### config.mk
export PLATFORM = sky130hd
export DESIGN_NAME = comm_ctrl
export DESIGN_NICKNAME = d
export VERILOG_FILES = /design/src/rtl/comm_pkg.sv /design/src/rtl/comm_ctrl_resp_fifo.sv /design/src/rtl/comm_ctrl.sv
export SDC_FILE = /design/constraint.sdc
export NUM_CORES = 1
export LEC_CHECK = 0
export ABC_AREA = 1
export ABC_CLOCK_PERIOD_IN_PS = 2550
export BUFFER_PORTS_ARGS = -buffer_cell sky130_fd_sc_hd__buf_2
export CAP_MARGIN = 30
export CORE_MARGIN = 1
export CORE_UTILIZATION = 55
export CTS_CLUSTER_SIZE = 14
export DETAILED_ROUTE_END_ITERATION = 16
export PLACE_DENSITY = 0.73
export SYNTH_ARGS = -nofsm -noshare
export SYNTH_HDL_FRONTEND = slang
export SYNTH_SLANG_ARGS = --single-unit
### constraint.sdc
create_clock -name clk -period 2.55 [get_ports clk]
set_input_delay 0 -clock clk [delete_from_list [all_inputs] [get_ports clk]]
set_output_delay 0 -clock clk [all_outputs]
set_load 0.1 [all_outputs]
### src/rtl/comm_pkg.sv
// Shared definitions for the console-mux command processor: opcodes, reply codes,
// FSM state encodings and small elaboration-time width helpers.
package comm_pkg;

    localparam logic [7:0] CMD_RD_MASK  = 8'h01;
    localparam logic [7:0] CMD_RD_MAP   = 8'h02;
    localparam logic [7:0] CMD_WR_MASK  = 8'h03;
    localparam logic [7:0] CMD_WR_MAP   = 8'h04;
    localparam logic [7:0] CODE_NAK     = 8'hFF;
    localparam logic [7:0] CODE_TIMEOUT = 8'hFE;

    typedef enum logic [1:0] {
        P_IDLE    = 2'd0,
        P_PAYLOAD = 2'd1,
        P_RESP    = 2'd2,
        P_NAK     = 2'd3
    } parse_state_e;

    typedef enum logic [1:0] {
        D_IDLE = 2'd0,
        D_BUSY = 2'd1,
        D_WAIT = 2'd2
    } drain_state_e;

    function automatic int sel_width(input int n);
        return (n > 1) ? $clog2(n) : 1;
    endfunction

    function automatic int bytes_for(input int bits);
        return (bits + 7) / 8;
    endfunction

endpackage

### src/rtl/comm_ctrl_resp_fifo.sv
// Synchronous first-word-fall-through FIFO holding reply bytes; full/empty come from
// read/write pointers carrying an extra wrap bit. Pushes while full are ignored.
module resp_fifo #(
    parameter int WIDTH = 8,
    parameter int DEPTH = 16
) (
    input  logic             clk,
    input  logic             rst,
    input  logic             push_i,
    input  logic [WIDTH-1:0] data_i,
    input  logic             pop_i,
    output logic [WIDTH-1:0] data_o,
    output logic             full_o,
    output logic             empty_o
);

    localparam int AW = (DEPTH > 1) ? $clog2(DEPTH) : 1;

    logic [WIDTH-1:0] mem_q [DEPTH];
    logic [AW:0]      wr_q;
    logic [AW:0]      rd_q;

    assign empty_o = (wr_q == rd_q);
    assign full_o  = (wr_q[AW] != rd_q[AW]) && (wr_q[AW-1:0] == rd_q[AW-1:0]);
    assign data_o  = mem_q[rd_q[AW-1:0]];

    // Pointer update with synchronous reset.
    always_ff @(posedge clk) begin
        if (rst) begin
            wr_q <= '0;
            rd_q <= '0;
        end else begin
            if (push_i && !full_o) begin
                wr_q <= wr_q + (AW+1)'(1);
            end
            if (pop_i && !empty_o) begin
                rd_q <= rd_q + (AW+1)'(1);
            end
        end
    end

    // Storage array; contents are don't-care until written.
    always_ff @(posedge clk) begin
        if (push_i && !full_o) begin
            mem_q[wr_q[AW-1:0]] <= data_i;
        end
    end

endmodule

### src/rtl/comm_ctrl.sv
// UART command processor for the console mux: parses commands, holds enable mask and
// pin map with atomic commit, and drains a reply FIFO into uart_tx.
module comm_ctrl
    import comm_pkg::*;
#(
    parameter int INPUT_COUNT    = 4,
    parameter int OUTPUT_COUNT   = 16,
    parameter int RESP_DEPTH     = 16,
    parameter int TIMEOUT_CYCLES = 100000,
    parameter logic [OUTPUT_COUNT-1:0] ENABLE_RESET = '1,
    parameter logic [OUTPUT_COUNT*comm_pkg::sel_width(INPUT_COUNT)-1:0] MAP_RESET = '0
) (
    input  logic                                                  clk,
    input  logic                                                  rst,
    input  logic                                                  rx_valid,
    input  logic [7:0]                                            rx_data,
    input  logic                                                  tx_done,
    output logic                                                  tx_start,
    output logic [7:0]                                            tx_data,
    output logic [OUTPUT_COUNT-1:0]                               enabled_out,
    output logic [OUTPUT_COUNT*comm_pkg::sel_width(INPUT_COUNT)-1:0] selectors,
    output logic                                                  resp_ovf
);

    localparam int SEL_W      = sel_width(INPUT_COUNT);
    localparam int MAP_W      = OUTPUT_COUNT * SEL_W;
    localparam int MASK_BYTES = bytes_for(OUTPUT_COUNT);
    localparam int MAP_BYTES  = bytes_for(MAP_W);
    localparam int MAX_BYTES  = (MAP_BYTES > MASK_BYTES) ? MAP_BYTES : MASK_BYTES;
    localparam int SH_W       = MAX_BYTES * 8;
    localparam int CNT_W      = (MAX_BYTES > 1) ? $clog2(MAX_BYTES) : 1;
    localparam int TMR_W      = $clog2(TIMEOUT_CYCLES + 1);

    if (((RESP_DEPTH & (RESP_DEPTH - 1)) != 0) || (RESP_DEPTH < MAP_BYTES + 1)) begin : g_bad_depth
        $error("comm_ctrl: RESP_DEPTH must be a power of 2 and at least MAP_BYTES+1");
    end

    parse_state_e            p_state_q, p_state_d;
    drain_state_e            d_state_q, d_state_d;
    logic                    is_map_q, is_map_d;
    logic [CNT_W-1:0]        cnt_q, cnt_d;
    logic [SH_W-1:0]         shadow_q, shadow_d;
    logic [TMR_W-1:0]        timer_q, timer_d;
    logic [OUTPUT_COUNT-1:0] enabled_q, enabled_d;
    logic [MAP_W-1:0]        sel_q, sel_d;
    logic                    ovf_q;
    logic [7:0]              tx_data_q;

    logic                    push_s;
    logic [7:0]              push_data_s;
    logic [CNT_W-1:0]        last_idx_s;
    logic [SH_W-1:0]         resp_word_s;
    logic [SH_W-1:0]         shadow_wr_s;
    logic [7:0]              fifo_head_s;
    logic                    fifo_full_s;
    logic                    fifo_empty_s;
    logic                    tx_start_s;

    resp_fifo #(
        .WIDTH (8),
        .DEPTH (RESP_DEPTH)
    ) u_resp_fifo (
        .clk     (clk),
        .rst     (rst),
        .push_i  (push_s),
        .data_i  (push_data_s),
        .pop_i   (tx_start_s),
        .data_o  (fifo_head_s),
        .full_o  (fifo_full_s),
        .empty_o (fifo_empty_s)
    );

    assign last_idx_s  = is_map_q ? CNT_W'(MAP_BYTES - 1) : CNT_W'(MASK_BYTES - 1);
    assign resp_word_s = is_map_q ? SH_W'(sel_q) : SH_W'(enabled_q);

    // Parser next-state: command decode, payload shadowing, commit, timeout and replies.
    always_comb begin
        p_state_d   = p_state_q;
        is_map_d    = is_map_q;
        cnt_d       = cnt_q;
        shadow_d    = shadow_q;
        timer_d     = timer_q;
        enabled_d   = enabled_q;
        sel_d       = sel_q;
        push_s      = 1'b0;
        push_data_s = 8'h00;
        shadow_wr_s = shadow_q;
        shadow_wr_s[{cnt_q, 3'b000} +: 8] = rx_data;

        case (p_state_q)
            P_IDLE: begin
                if (rx_valid) begin
                    cnt_d = '0;
                    case (rx_data)
                        CMD_RD_MASK: begin
                            is_map_d  = 1'b0;
                            p_state_d = P_RESP;
                        end
                        CMD_RD_MAP: begin
                            is_map_d  = 1'b1;
                            p_state_d = P_RESP;
                        end
                        CMD_WR_MASK: begin
                            is_map_d  = 1'b0;
                            shadow_d  = '0;
                            timer_d   = TMR_W'(TIMEOUT_CYCLES);
                            p_state_d = P_PAYLOAD;
                        end
                        CMD_WR_MAP: begin
                            is_map_d  = 1'b1;
                            shadow_d  = '0;
                            timer_d   = TMR_W'(TIMEOUT_CYCLES);
                            p_state_d = P_PAYLOAD;
                        end
                        default: begin
                            p_state_d = P_NAK;
                        end
                    endcase
                end else begin
                    p_state_d = P_IDLE;
                end
            end
            P_PAYLOAD: begin
                if (rx_valid) begin
                    shadow_d = shadow_wr_s;
                    timer_d  = TMR_W'(TIMEOUT_CYCLES);
                    if (cnt_q == last_idx_s) begin
                        // Whole value lands in the live register on one edge.
                        if (is_map_q) begin
                            sel_d = shadow_wr_s[MAP_W-1:0];
                        end else begin
                            enabled_d = shadow_wr_s[OUTPUT_COUNT-1:0];
                        end
                        cnt_d     = '0;
                        p_state_d = P_RESP;
                    end else begin
                        cnt_d = cnt_q + CNT_W'(1);
                    end
                end else if (timer_q == '0) begin
                    shadow_d    = '0;
                    push_s      = 1'b1;
                    push_data_s = CODE_TIMEOUT;
                    p_state_d   = P_IDLE;
                end else begin
                    timer_d = timer_q - TMR_W'(1);
                end
            end
            P_RESP: begin
                push_s      = 1'b1;
                push_data_s = resp_word_s[{cnt_q, 3'b000} +: 8];
                if (cnt_q == last_idx_s) begin
                    cnt_d     = '0;
                    p_state_d = P_IDLE;
                end else begin
                    cnt_d = cnt_q + CNT_W'(1);
                end
            end
            P_NAK: begin
                push_s      = 1'b1;
                push_data_s = CODE_NAK;
                p_state_d   = P_IDLE;
            end
            default: begin
                p_state_d = P_IDLE;
            end
        endcase
    end

    // Parser and configuration registers.
    always_ff @(posedge clk) begin
        if (rst) begin
            p_state_q <= P_IDLE;
            is_map_q  <= 1'b0;
            cnt_q     <= '0;
            shadow_q  <= '0;
            timer_q   <= '0;
            enabled_q <= ENABLE_RESET;
            sel_q     <= MAP_RESET;
            ovf_q     <= 1'b0;
        end else begin
            p_state_q <= p_state_d;
            is_map_q  <= is_map_d;
            cnt_q     <= cnt_d;
            shadow_q  <= shadow_d;
            timer_q   <= timer_d;
            enabled_q <= enabled_d;
            sel_q     <= sel_d;
            ovf_q     <= ovf_q | (push_s & fifo_full_s);
        end
    end

    // Start is issued in the same cycle the head is seen so a reply can begin two cycles after its command.
    assign tx_start_s = (d_state_q == D_IDLE) && !fifo_empty_s && tx_done && !rst;

    // Drain next-state: start a byte, wait for uart_tx to go busy, then idle again.
    always_comb begin
        d_state_d = d_state_q;
        case (d_state_q)
            D_IDLE: begin
                if (tx_start_s) begin
                    d_state_d = D_BUSY;
                end else begin
                    d_state_d = D_IDLE;
                end
            end
            D_BUSY: begin
                if (!tx_done) begin
                    d_state_d = D_WAIT;
                end else begin
                    d_state_d = D_BUSY;
                end
            end
            D_WAIT: begin
                if (tx_done) begin
                    d_state_d = D_IDLE;
                end else begin
                    d_state_d = D_WAIT;
                end
            end
            default: begin
                d_state_d = D_IDLE;
            end
        endcase
    end

    // Drain state and held transmit byte.
    always_ff @(posedge clk) begin
        if (rst) begin
            d_state_q <= D_IDLE;
            tx_data_q <= 8'h00;
        end else begin
            d_state_q <= d_state_d;
            if (tx_start_s) begin
                tx_data_q <= fifo_head_s;
            end
        end
    end

    assign tx_start    = tx_start_s;
    assign tx_data     = tx_start_s ? fifo_head_s : tx_data_q;
    assign enabled_out = enabled_q;
    assign selectors   = sel_q;
    assign resp_ovf    = ovf_q;

endmodule
==> qor.txt <==
Tmin final -> 2.41 ns
CTS H-tree lvls -> 1
clk_skew -> 0.0144 ns
gr usage total -> 28.0%
FF+latch count, synth -> 255
max layer used -> met4
RD Place Congestion -> 0.893
worst-skew pair later-pin latency -> 0.52 ns
Die Wd -> 149 um
Leakage -> 5.63 nW
Synth cell types -> 38
Via density -> 5.58
Max-Cap Viols -> 0
Min-Delay Path Class -> input pin to flop
Final period util -> 94.4%
met3 wire length -> 2.46 mm
multi-input logic area -> 4560 um^2
Hold Crit Depth -> 5
Placed Area -> 12700 um^2
FF/Latch Area -> 6390 um^2
share of layout cells above drive strength 1 -> 13.0%
wire per inst -> 17.2 um
Num CTS Buffers -> 27
Reg-to-Reg Start -> cnt_q[0]
Clock transition at path regs -> 0.06 ns
Fmax achieved -> 0.415 GHz
DIE HEIGHT -> 149 um
Pre-Repair DR Iteration Count -> 5
CTS max path bufs -> 3
worst slack, placed -> 0.142 ns
worst slew pin tran -> 0.974 ns
Residual DRC -> 0
most common cell after layout, fill and taps aside -> nor2_1
final total power -> 14.5 mW
design area -> 13800 um^2
fin. max-slew vios -> 0
Mapped Area -> 11800 um^2
CTS tree -> done
Layout area overhead -> 17.1%
row count -> 53
Layout fillers -> 1756
final core utilization -> 65.8%
Antenna Violating Nets Remaining -> 0
Synth Net Count -> 1455
number of global-route vias before repair -> 9385
Async S/R FF share, synth -> 0%
nets -> 1546
Gate Count Post-Synth -> 1426
Final Hold Violating Endpoints -> 0
Worst slew margin -> 35.0%
post-synth top area cell -> edfxtp_1
Worst Path Required -> 2.55 ns
commonest non-fill, non-tap cells in the layout -> 275 x nor2_1, 194 x nand2_1, 148 x o21ai_0, 128 x edfxtp_1
DR WL met2 -> 14.9 mm
DR iter-0 viols -> 944
WL final -> 31.1 mm
Setup violations, final -> 0
synth top area cells -> edfxtp_1 33%, dfxtp_1 22%, nor2_1 8.8%, o21ai_0 6.3%, nand2_1 6.2%
synth warn -> 0
area share of the largest cell type after synthesis -> 32.5%
setup ws final -> 0.143 ns
number of flops mapped to enable cells by yosys -> 128
largest net degree at the start of global routing -> 80
CP Class -> flop to primary output
peak supply drop -> 0.782 mV
CTS Sinks -> 255
via count -> 10100
global-route wire length before repair -> 48.8 mm
Port-buffer cells -> 69
CP arrival -> 2.41 ns
CP Capture Type -> primary output
Core ar. -> 21000 um^2
wl on met1 -> 12.8 mm
worst hold path startpoint -> rx_data[5]
Reg2Reg Depth -> 10
Avg Cell Area, Syn -> 8.29 um^2
PwrDens -> 1050 nW/um^2
CP Launch Type -> flop
die area -> 22100 um^2
DP HPWL -> 20.5 mm
Synth Flop Type -> edfxtp_1
grt ovf -> 0
status -> finished clean
CTS Root Cell -> clkbuf_16
# diodes -> 0
CP Max Fanout -> 12
register area share after synthesis -> 54.1%
initial core utilization -> 56.2%
I/O Pins -> 70
initial antenna violation count -> 0
==> synthesized netlist by cell type (6+ instances only) <==
library cell,number
nand3_1,93
nor2_1,276
inv_1,128
nand3b_1,6
o211ai_1,8
o22ai_1,32
a21oi_1,93
clkbuf_1,44
xor2_1,7
nand4_1,17
o21ai_1,33
dfxtp_1,127
buf_2,20
nand2_1,194
ha_1,17
edfxtp_1,128
buf_6,6
o21ai_0,148
==> layout make-up <==
type	count	share of cell area [%]
clock buffer	35	5.25
timing repair buffer	141	7.90
multi-input combinational	957	32.9
clock inverter	14	1.51
sequential	255	46.2
inverter	134	3.69
timing repair inverter	1	0.0543
tap	275	2.49
==> through the flow <==
stage	hold WS, ns	cells	TNS, ns
6_report	0.0112	1812	0
5_1_grt	0.0365	1812	-0.0867
4_1_cts	0.00308	1807	0
2_1_floorplan	0.0780	1426	0
3_3_place_gp	0.204	1747	0
3_5_place_dp	0.208	1748	0
==> kinds of logic after synthesis <==
logic type / synth area share [%]
XOR/XNOR: 0.815
buffers and inverters: 7.51
AO/OA/AOI/OAI: 14.1
AND/OR/NAND/NOR: 21.8
flip-flops: 54.1
adder cells (fa/ha/maj): 1.80
==> registers in the layout, summed over array words and instances (netlist names), named ones only <==
signal	cells
u_resp_fifo.rd_q	5
cnt_q	2
selectors	32
is_map_q	1
enabled_out	16
resp_ovf	1
shadow_q	32
p_state_q	2
d_state_q	2
u_resp_fifo.mem_q	128
u_resp_fifo.wr_q	5
tx_data_q	8
timer_q	17
==> report_power, final <==
part / switching [mW] / internal [mW] / total [mW]
Combinational: 3.65 / 1.74 / 5.39
Sequential: 0.215 / 4.80 / 5.01
Clock: 1.58 / 2.51 / 4.10
Total: 5.45 / 9.06 / 14.5
==> per-layer routing <==
layer  vias to the layer above  track usage [%]
met5                         -                0
met4                         0             11.0
met3                        61             3.25
met2                       417             46.9
met1                      4694             37.1
li1                       4940                -
==> worst max-delay path, cell delays in order, from the launching register on <==
cell,delay (ns)
dfxtp_1,0.56
clkinvlp_4,0.14
buf_4,0.21
nor2_1,0.11
o21ai_1,0.07
nand3_1,0.08
nand3_1,0.18
nand3_1,0.17
nand2_1,0.08
inv_1,0.10
buf_12,0.18
==> final timing paths <==
check / slack, ns / to
max: 0.14 / tx_data[4]
min: 0.01 / selectors[5]
max reg2reg: 0.26 / shadow_q[13]
min reg2reg: 0.46 / shadow_q[6]
==> what timing repair did <==
| action | CTS | global route |
|---|---|---|
| gates resized for setup | 1 | 9 |
| cloned | 0 | 1 |
| setup endpoints to repair | 1 | 18 |
| buffers inserted | 0 | 3 |
| hold buffers | 10 | 0 |
| hold endpoints to repair | 20 | 0 |
(Power assumes the default switching activity.)
